## config.mk

```make
export PLATFORM = sky130hd
export DESIGN_NAME = countdown_timer
export DESIGN_NICKNAME = d
export VERILOG_FILES = /design/src/rtl/countdown_timer_pkg.sv /design/src/rtl/countdown_timer_tick_gen.sv /design/src/rtl/countdown_timer.sv
export SDC_FILE = /design/constraint.sdc
export NUM_CORES = 1
export LEC_CHECK = 0
export CAP_MARGIN = 10
export CORE_MARGIN = 5
export CORE_UTILIZATION = 50
export DETAILED_ROUTE_END_ITERATION = 6
export GPL_TIMING_DRIVEN = 0
export PLACE_DENSITY_LB_ADDON = 0.2
export REMOVE_ABC_BUFFERS = 1
export SLEW_MARGIN = 20
export SYNTH_ARGS = -nofsm -noshare
export SYNTH_HDL_FRONTEND = slang
export SYNTH_SLANG_ARGS = --single-unit
```

## constraint.sdc

```tcl
create_clock -name CLK -period 4.4 [get_ports CLK]
set_input_delay 0.66 -clock CLK [delete_from_list [all_inputs] [get_ports CLK]]
set_output_delay 0.66 -clock CLK [all_outputs]
set_load 0.02 [all_outputs]
```

## src/rtl/countdown_timer_pkg.sv

```systemverilog
// Shared types and BCD helpers for the two-digit countdown timer.
package countdown_timer_pkg;

  typedef enum logic [1:0] {
    IDLE = 2'd0,
    RUN  = 2'd1,
    HOLD = 2'd2
  } state_t;

  localparam logic [3:0] BCD_DIGIT_MAX = 4'd9;
  localparam int         BCD_WIDTH     = 8;

  // Clamp each BCD digit to 9 so an illegal nibble can never enter the counter.
  function automatic logic [BCD_WIDTH-1:0] bcd_saturate(input logic [BCD_WIDTH-1:0] value);
    logic [3:0] tens;
    logic [3:0] units;
    tens  = (value[7:4] > BCD_DIGIT_MAX) ? BCD_DIGIT_MAX : value[7:4];
    units = (value[3:0] > BCD_DIGIT_MAX) ? BCD_DIGIT_MAX : value[3:0];
    return {tens, units};
  endfunction

  function automatic logic [BCD_WIDTH-1:0] bcd_decrement(input logic [BCD_WIDTH-1:0] value);
    if (value[3:0] == 4'd0) begin
      return {value[7:4] - 4'd1, BCD_DIGIT_MAX};
    end
    return {value[7:4], value[3:0] - 4'd1};
  endfunction

endpackage

```

## src/rtl/countdown_timer_tick_gen.sv

```systemverilog
// Prescaler for the countdown timer: pulses tick once every PRESCALE enabled cycles.
module tick_gen #(
  parameter int unsigned PRESCALE = 12500000
) (
  input  logic CLK,
  input  logic RST,
  input  logic clear,
  input  logic enable,
  output logic tick
);

  localparam logic [23:0] LAST = 24'(PRESCALE - 1);

  logic [23:0] cnt;

  assign tick = enable && (cnt == LAST);

  // Clear wins over enable so a load or a fresh start always begins a full period.
  always_ff @(posedge CLK or posedge RST) begin
    if (RST) begin
      cnt <= 24'd0;
    end else if (clear) begin
      cnt <= 24'd0;
    end else if (enable) begin
      cnt <= tick ? 24'd0 : cnt + 24'd1;
    end
  end

endmodule

```

## src/rtl/countdown_timer.sv

```systemverilog
// Two-digit BCD countdown timer with load/start/pause control.
// Define COUNTDOWN_AUTORELOAD_EN to reload the last loaded value on reaching 00.
module countdown_timer
  import countdown_timer_pkg::*;
#(
  parameter int unsigned PRESCALE = 12500000
) (
  input  logic                 CLK,
  input  logic                 RST,
  input  logic                 LOAD,
  input  logic [BCD_WIDTH-1:0] LOAD_VAL,
  input  logic                 START,
  input  logic                 PAUSE,
  output logic [BCD_WIDTH-1:0] COUNT,
  output logic                 BUSY,
  output logic                 DONE
);

  state_t               state_q;
  state_t               state_d;
  logic [BCD_WIDTH-1:0] count_q;
  logic [BCD_WIDTH-1:0] count_d;
  logic                 done_q;
  logic                 done_d;
  logic                 tick;
  logic                 clear;
  logic                 enable;

`ifdef COUNTDOWN_AUTORELOAD_EN
  logic [BCD_WIDTH-1:0] reload_q;

  always_ff @(posedge CLK or posedge RST) begin
    if (RST) begin
      reload_q <= '0;
    end else if (LOAD) begin
      reload_q <= bcd_saturate(LOAD_VAL);
    end
  end
`endif

  // The edge that sees PAUSE or LOAD must not advance the prescaler.
  assign enable = (state_q == RUN) && !PAUSE && !LOAD;

  tick_gen #(
    .PRESCALE(PRESCALE)
  ) u_tick_gen (
    .CLK   (CLK),
    .RST   (RST),
    .clear (clear),
    .enable(enable),
    .tick  (tick)
  );

  always_ff @(posedge CLK or posedge RST) begin
    if (RST) begin
      state_q <= IDLE;
      count_q <= '0;
      done_q  <= 1'b0;
    end else begin
      state_q <= state_d;
      count_q <= count_d;
      done_q  <= done_d;
    end
  end

  always_comb begin
    state_d = state_q;
    count_d = count_q;
    done_d  = 1'b0;
    clear   = 1'b0;
    if (LOAD) begin
      state_d = IDLE;
      count_d = bcd_saturate(LOAD_VAL);
      clear   = 1'b1;
    end else begin
      unique case (state_q)
        IDLE: begin
          if (START && !PAUSE && (count_q != '0)) begin
            state_d = RUN;
            clear   = 1'b1;
          end
        end
        RUN: begin
          if (PAUSE) begin
            state_d = HOLD;
          end else if (tick) begin
            if (count_q == 8'h01) begin
              done_d  = 1'b1;
`ifdef COUNTDOWN_AUTORELOAD_EN
              count_d = reload_q;
`else
              count_d = '0;
              state_d = IDLE;
`endif
            end else begin
              count_d = bcd_decrement(count_q);
            end
          end
        end
        HOLD: begin
          if (START && !PAUSE) begin
            state_d = RUN;
          end
        end
        default: begin
          state_d = IDLE;
        end
      endcase
    end
  end

  assign COUNT = count_q;
  assign BUSY  = (state_q != IDLE);
  assign DONE  = done_q;

endmodule

```

==> impl_metrics.env <==
export IMPL_synth_edf_count=0
export IMPL_io_buffers=22
export IMPL_final_cells=309
export IMPL_layout_drive_gt1_share=0.0734
export IMPL_syn_to_final_growth_pct=15.9
export IMPL_htreeDepth=2
export IMPL_drt_pass1_iter_count=4
export IMPL_io_pins=23
export IMPL_worstHoldPathCells=1
export IMPL_grt_met1_usage=0.274
export IMPL_dpl_worst_slack_ps=1470
export IMPL_p_leak_nw=0.946
export IMPL_ys_ff_latch=35
export IMPL_max_slew_margin_rel=0.507
export IMPL_antenna_found_initial=0
export IMPL_start_util=0.525
export IMPL_rr_endpoint="u_tick_gen.cnt[16]"
export IMPL_drc_errors=0
export IMPL_worst_setup_path_end_kind="flip-flop"
export IMPL_hold_start="u_tick_gen.cnt[21]"
export IMPL_fillCellCount=353
export IMPL_critPathMaxFanout=19
export IMPL_core_mm2=0.00406
export IMPL_min_period_ps=2760
export IMPL_ctsResizeCount=0
export IMPL_gr_total_overflow=0
export IMPL_powerDensity_mw_per_mm2=270
export IMPL_busiest_layer="met2"
export IMPL_post_cts_buffers=0
export IMPL_ir_drop_mv=0.194
export IMPL_clk_pin_slew_worst_paths_ps=70
export IMPL_startpoint="COUNT[0]"
export IMPL_n_antenna_cell=0
export IMPL_holdCritPathClass="reg2reg"
export IMPL_cts_root_buf="clkbuf_8"
export IMPL_cts_made_buffers=5
export IMPL_fin_skew_ps=9.13
export IMPL_grt_max_degree=36
export IMPL_crit_type="reg2reg"
export IMPL_maxCapViolations=0
export IMPL_die_height_um=75.2
export IMPL_grt_pass1_vias=1814
export IMPL_routed_wirelength_um=4750
export IMPL_regToRegSetupSlack_ps=1640
export IMPL_rr_startpoint="COUNT[0]"
export IMPL_avgSynthCellArea_um2=8.98
export IMPL_worstMarginPinSlew_ps=737
export IMPL_vias=1857
export IMPL_setup_viol=0
export IMPL_insertion_delay_ps=290
export IMPL_hold_path_end="u_tick_gen.cnt[21]"
export IMPL_crit_required_ps=4580
export IMPL_finalMaxSlewViolations=0
export IMPL_track_usage=0.192
export IMPL_run_status="finished clean"
export IMPL_setup_ws_ps=1640
export IMPL_yosys_most_used_dff="dfrtp_1"
export IMPL_wl_per_cell_um=15.4
export IMPL_rr_worst_depth=6
export IMPL_seq_area_frac_synth=0.412
export IMPL_drt_iter0_markers=153
export IMPL_use_met3=0.0307
export IMPL_syn_cell_area_mm2=0.00213
export IMPL_holdBufCountCts=0
export IMPL_grt_use_met2=0.296
export IMPL_chipWidth_um=75.2
export IMPL_arrival_ps=2950
export IMPL_synthArstFlopShare=1.00
export IMPL_postRouteAntennaNets=0
export IMPL_numPlacedInstances=302
export IMPL_fmax_ghz=0.362
export IMPL_layout_common_cells="35 x dfrtp_1, 26 x nor2_1, 22 x clkdlybuf4s50_1, 19 x nand2_1, 18 x a21oi_1"
export IMPL_tns_ps=0
export IMPL_gp_congestion=0.820
export IMPL_grt_pass1_wl_um=8410
export IMPL_clock_sinks=35
export IMPL_syn_instance_count=237
export IMPL_layout_commonest_cell="dfrtp_1"
export IMPL_yosys_warnings=0
export IMPL_rsz0062_at_grt="false"
export IMPL_layout_nets=277
export IMPL_finalPower_uw=667
export IMPL_hpwlAfterDp_um=3440
export IMPL_dieArea_mm2=0.00566
export IMPL_final_hold_viol_count=0
export IMPL_rows=23
export IMPL_cts_tree="done"
export IMPL_min_period_over_period=0.628
export IMPL_vias_per_cell=6.01
export IMPL_critPathLaunchType="flip-flop"
export IMPL_ys_types=48
export IMPL_clk_path_buf_depth=2
[flip-flops by register name, summed over array words and instances, names as in the netlist]
name / count
u_tick_gen.cnt: 24
COUNT: 8
state_q: 2
DONE: 1
[final cells by class]
type                            count  area [µm²]  share of cell area
Multi-Input combinational cell    183        1180               0.477
Sequential cell                    35         876               0.355
Timing Repair Buffer               22         220              0.0892
Clock buffer                        6        82.6              0.0335
Tap cell                           50        62.6              0.0254
Inverter                           12        45.0              0.0183
Clock inverter                      1        5.00             0.00203
[synthesized netlist by cell type (2+ instances only)]
master,count,share of area
dfrtp_1,35,0.41
nor2_1,26,0.046
nand2_1,19,0.034
a21oi_1,18,0.042
inv_1,12,0.021
nand3_1,11,0.026
nor3_1,10,0.024
xnor2_1,10,0.041
o21ai_0,8,0.019
nand4_1,6,0.018
xor2_1,6,0.025
a2111oi_0,5,0.021
clkbuf_1,5,0.0088
ha_1,5,0.029
nand3b_1,4,0.014
o211ai_1,4,0.014
o31ai_1,4,0.014
a211oi_1,3,0.011
a31oi_1,3,0.0088
and3_1,3,0.0088
and4_1,3,0.012
nand2b_1,3,0.0088
a311oi_1,2,0.0082
nand3_2,2,0.0094
nor3b_2,2,0.012
nor4_1,2,0.0059
nor4b_1,2,0.0082
o31a_1,2,0.0082
or2_2,2,0.0059
or3_1,2,0.0059
[routing by layer]
metal | up-vias | share of wire
met5 | - | 0
met4 | 0 | 0.010
met3 | 7 | 0.044
met2 | 42 | 0.44
met1 | 891 | 0.50
li1 | 917 | -
[critical path: stages, from the launching register on]
cell     delay [ps]
dfrtp_1         450
inv_1           100
ha_1            230
nor3b_2         520
a211o_1         420
nand3_1         610
a21oi_1         330
[worst max path at each step]
stage / to / slack, ps / depth (start not counted)
2_1_floorplan: u_tick_gen.cnt[17] / 2070 / 7
3_3_place_gp: u_tick_gen.cnt[17] / 1470 / 5
3_5_place_dp: u_tick_gen.cnt[17] / 1470 / 5
4_1_cts: u_tick_gen.cnt[16] / 1640 / 6
5_1_grt: u_tick_gen.cnt[16] / 1370 / 6
6_report: u_tick_gen.cnt[16] / 1640 / 6
[kinds of logic after synthesis]
kind of cell | after synthesis | synth area share
XOR/XNOR | 16 | 0.0658
AO/OA/AOI/OAI | 56 | 0.175
AND/OR/NAND/NOR | 104 | 0.272
multiplexers | 2 | 0.00999
buffers and inverters | 19 | 0.0359
flip-flops | 35 | 0.412
adder cells (fa/ha/maj) | 5 | 0.0294
[power by group]
group / internal (mW) / leakage [nW] / switching (mW)
registers: 0.329 / 0.472 / 0.0105
logic: 0.0394 / 0.427 / 0.0540
clock network: 0.123 / 0.0470 / 0.112
total: 0.491 / 0.946 / 0.176
[stage by stage]
step,utilization,cell area [µm²],hold slack [ps]
after floorplan,-,2100,451
after global placement,0.586,2380,476
after detailed placement,0.586,2380,492
after CTS,0.608,2470,504
after global routing,0.608,2470,526
final,0.608,2470,501
No activity file was read; power rests on OpenSTA's default activity.
